## config.mk

```make
export PLATFORM = sky130hd
export DESIGN_NAME = mem_stage_flat
export DESIGN_NICKNAME = d
export VERILOG_FILES = /design/src/rtl/mem_stage_if.sv /design/src/rtl/mem_stage.sv /design/src/flat_wrapper.sv
export SDC_FILE = /design/constraint.sdc
export NUM_CORES = 1
export LEC_CHECK = 0
export ABC_CLOCK_PERIOD_IN_PS = 2900
export CORE_ASPECT_RATIO = 0.8
export CORE_MARGIN = 4
export CORE_UTILIZATION = 23
export DETAILED_ROUTE_END_ITERATION = 6
export GPL_ROUTABILITY_DRIVEN = 0
export HOLD_SLACK_MARGIN = 0.1
export SLEW_MARGIN = 5
export SYNTH_ARGS = -nofsm -noshare
export SYNTH_HDL_FRONTEND = slang
export SYNTH_SLANG_ARGS = --single-unit
```

## constraint.sdc

```tcl
create_clock -name clk -period 2.9 [get_ports clk]
set_clock_uncertainty 0.05 [all_clocks]
set_input_delay 0.58 -clock clk [delete_from_list [all_inputs] [get_ports clk]]
set_output_delay 0.58 -clock clk [all_outputs]
set_load 0.02 [all_outputs]
```

## src/rtl/mem_stage_if.sv

```systemverilog
// Bundle of the MS-stage handshake, bus, SRAM-response and forwarding signals.
// master: the environment around MS (EX, WB, data SRAM, ID). slave: mem_stage.
interface mem_stage_if #(
  parameter int ES_BUS_WD = 153,
  parameter int MS_BUS_WD = 149
);
  logic                 es_to_ms_valid;
  logic [ES_BUS_WD-1:0] es_to_ms_bus;
  logic                 ms_allowin;
  logic                 ws_allowin;
  logic                 ms_to_ws_valid;
  logic [MS_BUS_WD-1:0] ms_to_ws_bus;
  logic                 data_sram_data_ok;
  logic [31:0]          data_sram_rdata;
  logic                 ws_flush;
  logic                 ms_fwd_we;
  logic [4:0]           ms_fwd_dest;
  logic [31:0]          ms_fwd_data;
  logic                 ms_fwd_stall;
  logic                 ms_ex_eret;

  modport master (
    output es_to_ms_valid, es_to_ms_bus, ws_allowin,
           data_sram_data_ok, data_sram_rdata, ws_flush,
    input  ms_allowin, ms_to_ws_valid, ms_to_ws_bus,
           ms_fwd_we, ms_fwd_dest, ms_fwd_data, ms_fwd_stall, ms_ex_eret
  );

  modport slave (
    input  es_to_ms_valid, es_to_ms_bus, ws_allowin,
           data_sram_data_ok, data_sram_rdata, ws_flush,
    output ms_allowin, ms_to_ws_valid, ms_to_ws_bus,
           ms_fwd_we, ms_fwd_dest, ms_fwd_data, ms_fwd_stall, ms_ex_eret
  );
endinterface

```

## src/rtl/mem_stage.sv

```systemverilog
// MIPS memory-access stage: holds one instruction, waits for its data-SRAM
// response, aligns/extends load data, drops responses orphaned by a flush.
module mem_stage #(
  parameter int ES_BUS_WD = 153,
  parameter int MS_BUS_WD = 149,
  parameter int DISCARD_W = 2
) (
  input logic        clk,
  input logic        resetn,
  mem_stage_if.slave ms_if
);
  localparam logic [DISCARD_W-1:0] DISCARD_MAX = '1;
  localparam logic [DISCARD_W-1:0] DISCARD_ONE = DISCARD_W'(1);

  logic                 ms_valid_reg;
  logic [ES_BUS_WD-1:0] ms_bus_reg;
  logic [31:0]          data_buf_reg;
  logic                 data_buf_valid_reg;
  logic [DISCARD_W-1:0] discard_cnt_reg;
  logic [DISCARD_W-1:0] discard_cnt_next;

  // Fields of the held instruction
  logic        mem_req;
  logic [2:0]  ld_type;
  logic        eret;
  logic        res_from_cp0;
  logic        ex;
  logic        gr_we;
  logic [4:0]  dest;
  logic [31:0] result;
  logic [1:0]  addr_lo;

  assign mem_req      = ms_bus_reg[152];
  assign ld_type      = ms_bus_reg[151:149];
  assign eret         = ms_bus_reg[116];
  assign res_from_cp0 = ms_bus_reg[108];
  assign ex           = ms_bus_reg[75];
  assign gr_we        = ms_bus_reg[69];
  assign dest         = ms_bus_reg[68:64];
  assign result       = ms_bus_reg[63:32];
  assign addr_lo      = result[1:0];

  // Handshake and sub-state decode
  logic in_wait;
  logic resp;
  logic ready_go;
  logic allowin;
  logic accept;
  logic flush;

  assign flush    = ms_if.ws_flush;
  assign in_wait  = ms_valid_reg & mem_req & ~data_buf_valid_reg;
  // A response is only ours once every orphaned response has drained
  assign resp     = ms_if.data_sram_data_ok & (discard_cnt_reg == '0);
  assign ready_go = ~in_wait | resp;
  assign allowin  = ~ms_valid_reg | (ready_go & ms_if.ws_allowin);
  assign accept   = ms_if.es_to_ms_valid & allowin;

  // Load data: buffered copy once captured, otherwise the live response
  logic [31:0] ld_word;
  logic [7:0]  ld_byte [4];
  logic [7:0]  sel_byte;
  logic [15:0] sel_half;
  logic [31:0] load_result;
  logic [31:0] final_result;

  assign ld_word = data_buf_valid_reg ? data_buf_reg : ms_if.data_sram_rdata;

  for (genvar gi = 0; gi < 4; gi++) begin : g_byte
    assign ld_byte[gi] = ld_word[8*gi +: 8];
  end

  assign sel_byte = ld_byte[addr_lo];
  assign sel_half = addr_lo[1] ? ld_word[31:16] : ld_word[15:0];

  // Align and extend according to the load type; unknown codes behave as lw
  always_comb begin
    load_result = ld_word;
    case (ld_type)
      3'b001:  load_result = {{24{sel_byte[7]}}, sel_byte};
      3'b010:  load_result = {24'h0, sel_byte};
      3'b011:  load_result = {{16{sel_half[15]}}, sel_half};
      3'b100:  load_result = {16'h0, sel_half};
      default: load_result = ld_word;
    endcase
  end

  assign final_result = mem_req ? load_result : result;

  assign ms_if.ms_allowin     = allowin;
  assign ms_if.ms_to_ws_valid = ms_valid_reg & ready_go;
  assign ms_if.ms_to_ws_bus   = {ms_bus_reg[148:64], final_result, ms_bus_reg[31:0]};
  assign ms_if.ms_fwd_we      = ms_valid_reg & gr_we & ~ex;
  assign ms_if.ms_fwd_dest    = dest;
  assign ms_if.ms_fwd_data    = final_result;
  assign ms_if.ms_fwd_stall   = ms_valid_reg & (res_from_cp0 | (in_wait & ~resp));
  assign ms_if.ms_ex_eret     = ms_valid_reg & (ex | eret);

  // Discard counter: drain on data_ok first, then count a load killed while waiting
  always_comb begin
    discard_cnt_next = discard_cnt_reg;
    if (ms_if.data_sram_data_ok && (discard_cnt_reg != '0)) begin
      discard_cnt_next = discard_cnt_reg - DISCARD_ONE;
    end
    if (flush && in_wait && !resp && (discard_cnt_next != DISCARD_MAX)) begin
      discard_cnt_next = discard_cnt_next + DISCARD_ONE;
    end
  end

  // Valid bit: flush wins over accept; an empty or departing slot drops valid
  always_ff @(posedge clk or negedge resetn) begin
    if (!resetn) begin
      ms_valid_reg <= 1'b0;
    end else if (flush) begin
      ms_valid_reg <= 1'b0;
    end else if (accept) begin
      ms_valid_reg <= 1'b1;
    end else if (allowin) begin
      ms_valid_reg <= 1'b0;
    end
  end

  // Instruction bus register, loaded only on a real accept
  always_ff @(posedge clk or negedge resetn) begin
    if (!resetn) begin
      ms_bus_reg <= '0;
    end else if (accept && !flush) begin
      ms_bus_reg <= ms_if.es_to_ms_bus;
    end
  end

  // Load data buffer: captured once per instruction so a WB stall holds it
  always_ff @(posedge clk or negedge resetn) begin
    if (!resetn) begin
      data_buf_valid_reg <= 1'b0;
      data_buf_reg       <= 32'h0;
    end else if (flush || allowin) begin
      data_buf_valid_reg <= 1'b0;
    end else if (in_wait && resp) begin
      data_buf_valid_reg <= 1'b1;
      data_buf_reg       <= ms_if.data_sram_rdata;
    end
  end

  // Stale-response discard counter register
  always_ff @(posedge clk or negedge resetn) begin
    if (!resetn) begin
      discard_cnt_reg <= '0;
    end else begin
      discard_cnt_reg <= discard_cnt_next;
    end
  end
endmodule

```

## src/flat_wrapper.sv

```systemverilog
// flat-port wrapper written by rule: the top's interface ports become plain ports
module mem_stage_flat 
#(
  parameter int ES_BUS_WD = 153,
  parameter int MS_BUS_WD = 149,
  parameter int DISCARD_W = 2
)
  (clk, resetn, ms_if_es_to_ms_valid, ms_if_es_to_ms_bus, ms_if_ws_allowin, ms_if_data_sram_data_ok, ms_if_data_sram_rdata, ms_if_ws_flush, ms_if_ms_allowin, ms_if_ms_to_ws_valid, ms_if_ms_to_ws_bus, ms_if_ms_fwd_we, ms_if_ms_fwd_dest, ms_if_ms_fwd_data, ms_if_ms_fwd_stall, ms_if_ms_ex_eret);
  mem_stage_if #(.ES_BUS_WD(ES_BUS_WD), .MS_BUS_WD(MS_BUS_WD)) ms_if_i ();
  input logic clk;
  input logic resetn;
  input wire logic [$bits(ms_if_i.es_to_ms_valid)-1:0] ms_if_es_to_ms_valid;
  input wire logic [$bits(ms_if_i.es_to_ms_bus)-1:0] ms_if_es_to_ms_bus;
  input wire logic [$bits(ms_if_i.ws_allowin)-1:0] ms_if_ws_allowin;
  input wire logic [$bits(ms_if_i.data_sram_data_ok)-1:0] ms_if_data_sram_data_ok;
  input wire logic [$bits(ms_if_i.data_sram_rdata)-1:0] ms_if_data_sram_rdata;
  input wire logic [$bits(ms_if_i.ws_flush)-1:0] ms_if_ws_flush;
  output wire logic [$bits(ms_if_i.ms_allowin)-1:0] ms_if_ms_allowin;
  output wire logic [$bits(ms_if_i.ms_to_ws_valid)-1:0] ms_if_ms_to_ws_valid;
  output wire logic [$bits(ms_if_i.ms_to_ws_bus)-1:0] ms_if_ms_to_ws_bus;
  output wire logic [$bits(ms_if_i.ms_fwd_we)-1:0] ms_if_ms_fwd_we;
  output wire logic [$bits(ms_if_i.ms_fwd_dest)-1:0] ms_if_ms_fwd_dest;
  output wire logic [$bits(ms_if_i.ms_fwd_data)-1:0] ms_if_ms_fwd_data;
  output wire logic [$bits(ms_if_i.ms_fwd_stall)-1:0] ms_if_ms_fwd_stall;
  output wire logic [$bits(ms_if_i.ms_ex_eret)-1:0] ms_if_ms_ex_eret;
  assign ms_if_i.es_to_ms_valid = ms_if_es_to_ms_valid;
  assign ms_if_i.es_to_ms_bus = ms_if_es_to_ms_bus;
  assign ms_if_i.ws_allowin = ms_if_ws_allowin;
  assign ms_if_i.data_sram_data_ok = ms_if_data_sram_data_ok;
  assign ms_if_i.data_sram_rdata = ms_if_data_sram_rdata;
  assign ms_if_i.ws_flush = ms_if_ws_flush;
  assign ms_if_ms_allowin = ms_if_i.ms_allowin;
  assign ms_if_ms_to_ws_valid = ms_if_i.ms_to_ws_valid;
  assign ms_if_ms_to_ws_bus = ms_if_i.ms_to_ws_bus;
  assign ms_if_ms_fwd_we = ms_if_i.ms_fwd_we;
  assign ms_if_ms_fwd_dest = ms_if_i.ms_fwd_dest;
  assign ms_if_ms_fwd_data = ms_if_i.ms_fwd_data;
  assign ms_if_ms_fwd_stall = ms_if_i.ms_fwd_stall;
  assign ms_if_ms_ex_eret = ms_if_i.ms_ex_eret;
  mem_stage #(.ES_BUS_WD(ES_BUS_WD), .MS_BUS_WD(MS_BUS_WD), .DISCARD_W(DISCARD_W)) u_core (.clk(clk), .resetn(resetn), .ms_if(ms_if_i));
endmodule
```

==> summary.md <==
| Metric | Value |
|---|---|
| Result of the run | finished, violations left |
| Violated checks | negative setup slack |
| Detailed-route vias per instance | 4.263 |
| Leading cell types by total area after synthesis | sky130_fd_sc_hd__dfrtp_1, sky130_fd_sc_hd__mux2_2, sky130_fd_sc_hd__buf_4 |
| Routed wire length on met2 | 14,590 µm |
| Met3 routed wirelength | 2979 µm |
| IR Drop Worst-Case VDD | 0.4113 mV |
| Required time of the critical path | 2.27 ns |
| Area after detailed placement | 13,690 µm² |
| Vias in the first global route | 7,645 |
| Hold worst-path end | u_core.data_buf_reg[15]$_DFFE_PN0P_ |
| Crit end category | output port |
| Final wirelength | 30,250 µm |
| Clk Tree Root Cell | sky130_fd_sc_hd__clkbuf_16 |
| Initial antenna violation count | 3 |
| WP data arrival | 2.54 ns |
| Filler cell count | 4,188 |
| Count of endpoints failing hold in the final timing report | 0 |
| Aggregate global routing overflow | 0 |
| HPWL Detailed | 23,020 µm |
| Clock latency reported for the late side of the worst-skew pair | 0.45 ns |
| Min Tclk post-route | 3.167 ns |
| Count of pins on the block boundary | 382 |
| Post-layout nets | 1,264 |
| Share of synthesized area occupied by flip-flops and latches | 47.85% |
| Startpoint type of the worst setup path | flip-flop |
| Depth of the worst register-to-register path | 10 |
| Drt wl/cell | 18.48 µm |
| Max-cap violations | 0 |
| Measured slew at the worst slew-check pin | 0.5207 ns |
| Highest signal layer in the routed design | met5 |
| Clock slew at the register clock pins of the worst setup and hold paths | 0.07 ns |
| Area of the placeable core | 42,170 µm² |
| Flip-flop and latch count after synthesis | 189 |
| Setup violations, final | 62 |
| Final Core Density | 35.15% |
| Leakage | 6.037 nW |
| IO Port Bufs | 381 |
| Worst setup slack for register-to-register paths | 0.67 ns |
| Number of H-tree branching levels | 4 |
| Reg-to-reg critical path startpoint | u_core.discard_cnt_reg[0]$_DFF_PN0_ |
| FF/Latch Area | 4735 µm² |
| Final worst path period share | 109.2% |
| Pin count of the biggest net entering global routing | 66 |
| Start point of the critical path | u_core.ms_bus_reg[33]$_DFFE_PN0P_ |
| Bufs on Longest Clock Path | 2 |
| Largest fanout of any net on the critical path | 7 |
| Drt drc | 0 |
| Gate count of the mapped netlist | 777 |
| Worst r2r dst | u_core.ms_bus_reg[64]$_DFFE_PN0P_ |
| Power Dens Cells | 729.0 nW/µm² |
| Via count | 6,978 |
| Initial core utilization | 23.44% |
| Netlist area before placement | 9884 µm² |
| Layout overhead on the synthesized area | 49.94% |
| Fin Setup TNS | -12.17 ns |
| ANT nets after route | 0 |
| Achievable frequency | 315.7 MHz |
| DRT met1 WL | 12,340 µm |
| Area of the die | 46,380 µm² |
| Area leader, netlist | sky130_fd_sc_hd__dfrtp_1 |
| Headroom to the max-slew limit | 65.29% |
| Worst Path Class, Setup | reg -> out |
| Mapped Nets | 970 |
| Finished layout cell area | 14,820 µm² |
| Number of search-and-repair iterations in the first detailed-routing pass | 4 |
| Post-route worst setup slack | -0.2671 ns |
| Average cell area after synthesis | 12.72 µm² |
| Final Max Tran Viols | 0 |
| Standard-cell rows | 67 |
| Number of flip-flops under the largest register name | 153 |
| Multi-input gate area | 4041 µm² |
| TritonCTS clock tree | yes |
| Overall die height | 193.4 µm |
| Die Width | 239.8 µm |
| Worst hold stages | 2 |
| Worst Hold Class | in -> reg |
| Top cell type's share of synthesized area | 47.85% |
| Startpoint of the worst hold path | ms_if_data_sram_rdata[15] |
| Starting DRT DRC Count | 269 |
| Total Routing Usage GR | 12.85% |
| RSZ-0062 raised after global routing | yes |
| Global-route wire length before repair | 45,570 µm |
| CTS Sinks | 189 |
| Clock buffers created by TritonCTS | 17 |
| Distinct cell type count after synthesis | 41 |
| Fraction of layout instances using a drive strength above 1 | 40.31% |
| Yosys warning count | 0 |
logic make-up after synthesis:
family	count (synthesis)	share of synthesized area [%]
muxes	241	29.09
buffers and inverters	200	14.19
DFF	189	47.85
and+or+nand+nor	78	3.658
AOI/OAI and AO/OA	64	4.696
xor gates and xnor gates	3	0.2659
adders and majority gates	2	0.2531
final cells by class:
class	count	share of cell area, %
clock inverters	14	0.9962
repair buffers	471	32.11
inverters	4	0.1013
diodes	1	0.01688
well taps	552	4.660
multi-input cells	388	27.27
flip-flops and latches	189	31.95
clock buffers	18	2.896
cell usage in the layout (no fill, tap or decap), types with 15 or more instances in the layout:
master and instances:
sky130_fd_sc_hd__clkdlybuf4s50_1 310, sky130_fd_sc_hd__nor2_1 33, sky130_fd_sc_hd__mux4_2 16, sky130_fd_sc_hd__mux2_2 186
sky130_fd_sc_hd__dfrtp_1 185, sky130_fd_sc_hd__o22a_1 16, sky130_fd_sc_hd__buf_6 62, sky130_fd_sc_hd__buf_12 15
sky130_fd_sc_hd__mux2i_1 21, sky130_fd_sc_hd__buf_4 65, sky130_fd_sc_hd__nand2_1 20, sky130_fd_sc_hd__clkbuf_16 18
power by group:
part           leakage, nW  switching [mW]  total, mW  internal, mW
registers             2.27           0.401       3.64          3.24
clock network        0.279            1.17       2.39          1.22
logic                 3.48            2.28       4.77          2.50
worst max-delay path by stage:
stage                                        end
after CTS                  ms_if_ms_fwd_data[17]
final                      ms_if_ms_fwd_data[11]
after global placement    ms_if_ms_to_ws_bus[44]
after global routing      ms_if_ms_to_ws_bus[43]
after detailed placement   ms_if_ms_fwd_data[12]
after floorplan           ms_if_ms_to_ws_bus[33]
synthesized netlist by cell type, drive strengths merged:
cell type	instances
nor2	33
nor2b	1
or3	2
nand3	1
buf	184
ha	2
nor3	2
o22a	16
dfrtp	189
mux4	16
a22oi	2
mux2i	24
a32oi	5
inv	4
a2bb2oi	1
and2	3
o21a	1
clkbuf	12
xnor2	3
nand2	25
o21ai	10
or3b	3
o22ai	7
a41oi	3
mux2	201
a211oi	1
a21oi	11
a31oi	6
nand2b	4
o311ai	1
nand3b	4
worst max-delay path, stage by stage, from the launching register on:
cell and delay (ns):
sky130_fd_sc_hd__dfrtp_2 0.50, sky130_fd_sc_hd__mux2_4 0.32, sky130_fd_sc_hd__mux4_2 0.52, sky130_fd_sc_hd__a211oi_4 0.27
sky130_fd_sc_hd__buf_12 0.18, sky130_fd_sc_hd__buf_6 0.10, sky130_fd_sc_hd__a21oi_4 0.05, sky130_fd_sc_hd__buf_6 0.14
metrics by stage:
step / std cells / hold slack [ns] / setup slack (ns) / total power [mW]
6_report: 1637 / 0.4339 / -0.2671 / 10.80
5_1_grt: 1636 / 0.4163 / -0.3601 / 11.40
4_1_cts: 1627 / 0.4545 / -0.4037 / 10.67
3_5_place_dp: 1580 / 0.4304 / -0.7916 / 8.202
3_3_place_gp: 1580 / 0.4180 / -0.7663 / 8.134
2_1_floorplan: 777 / 0.2344 / 0.1926 / 6.519
what timing repair did:
item	CTS	global route
endpoints found under the hold margin	25	0
buffers inserted	14	9
endpoints found under the setup margin	66	66
gates resized for setup	360	96
pin swaps	15	19
cloned	0	1
hold buffers	1	0
metal layers:
metal	vias up	global-route usage [%]
li1	3171	-
met1	3507	15.35
met2	275	21.23
met3	19	6.079
met4	6	2.622
met5	-	0
(Power assumes the default switching activity.)
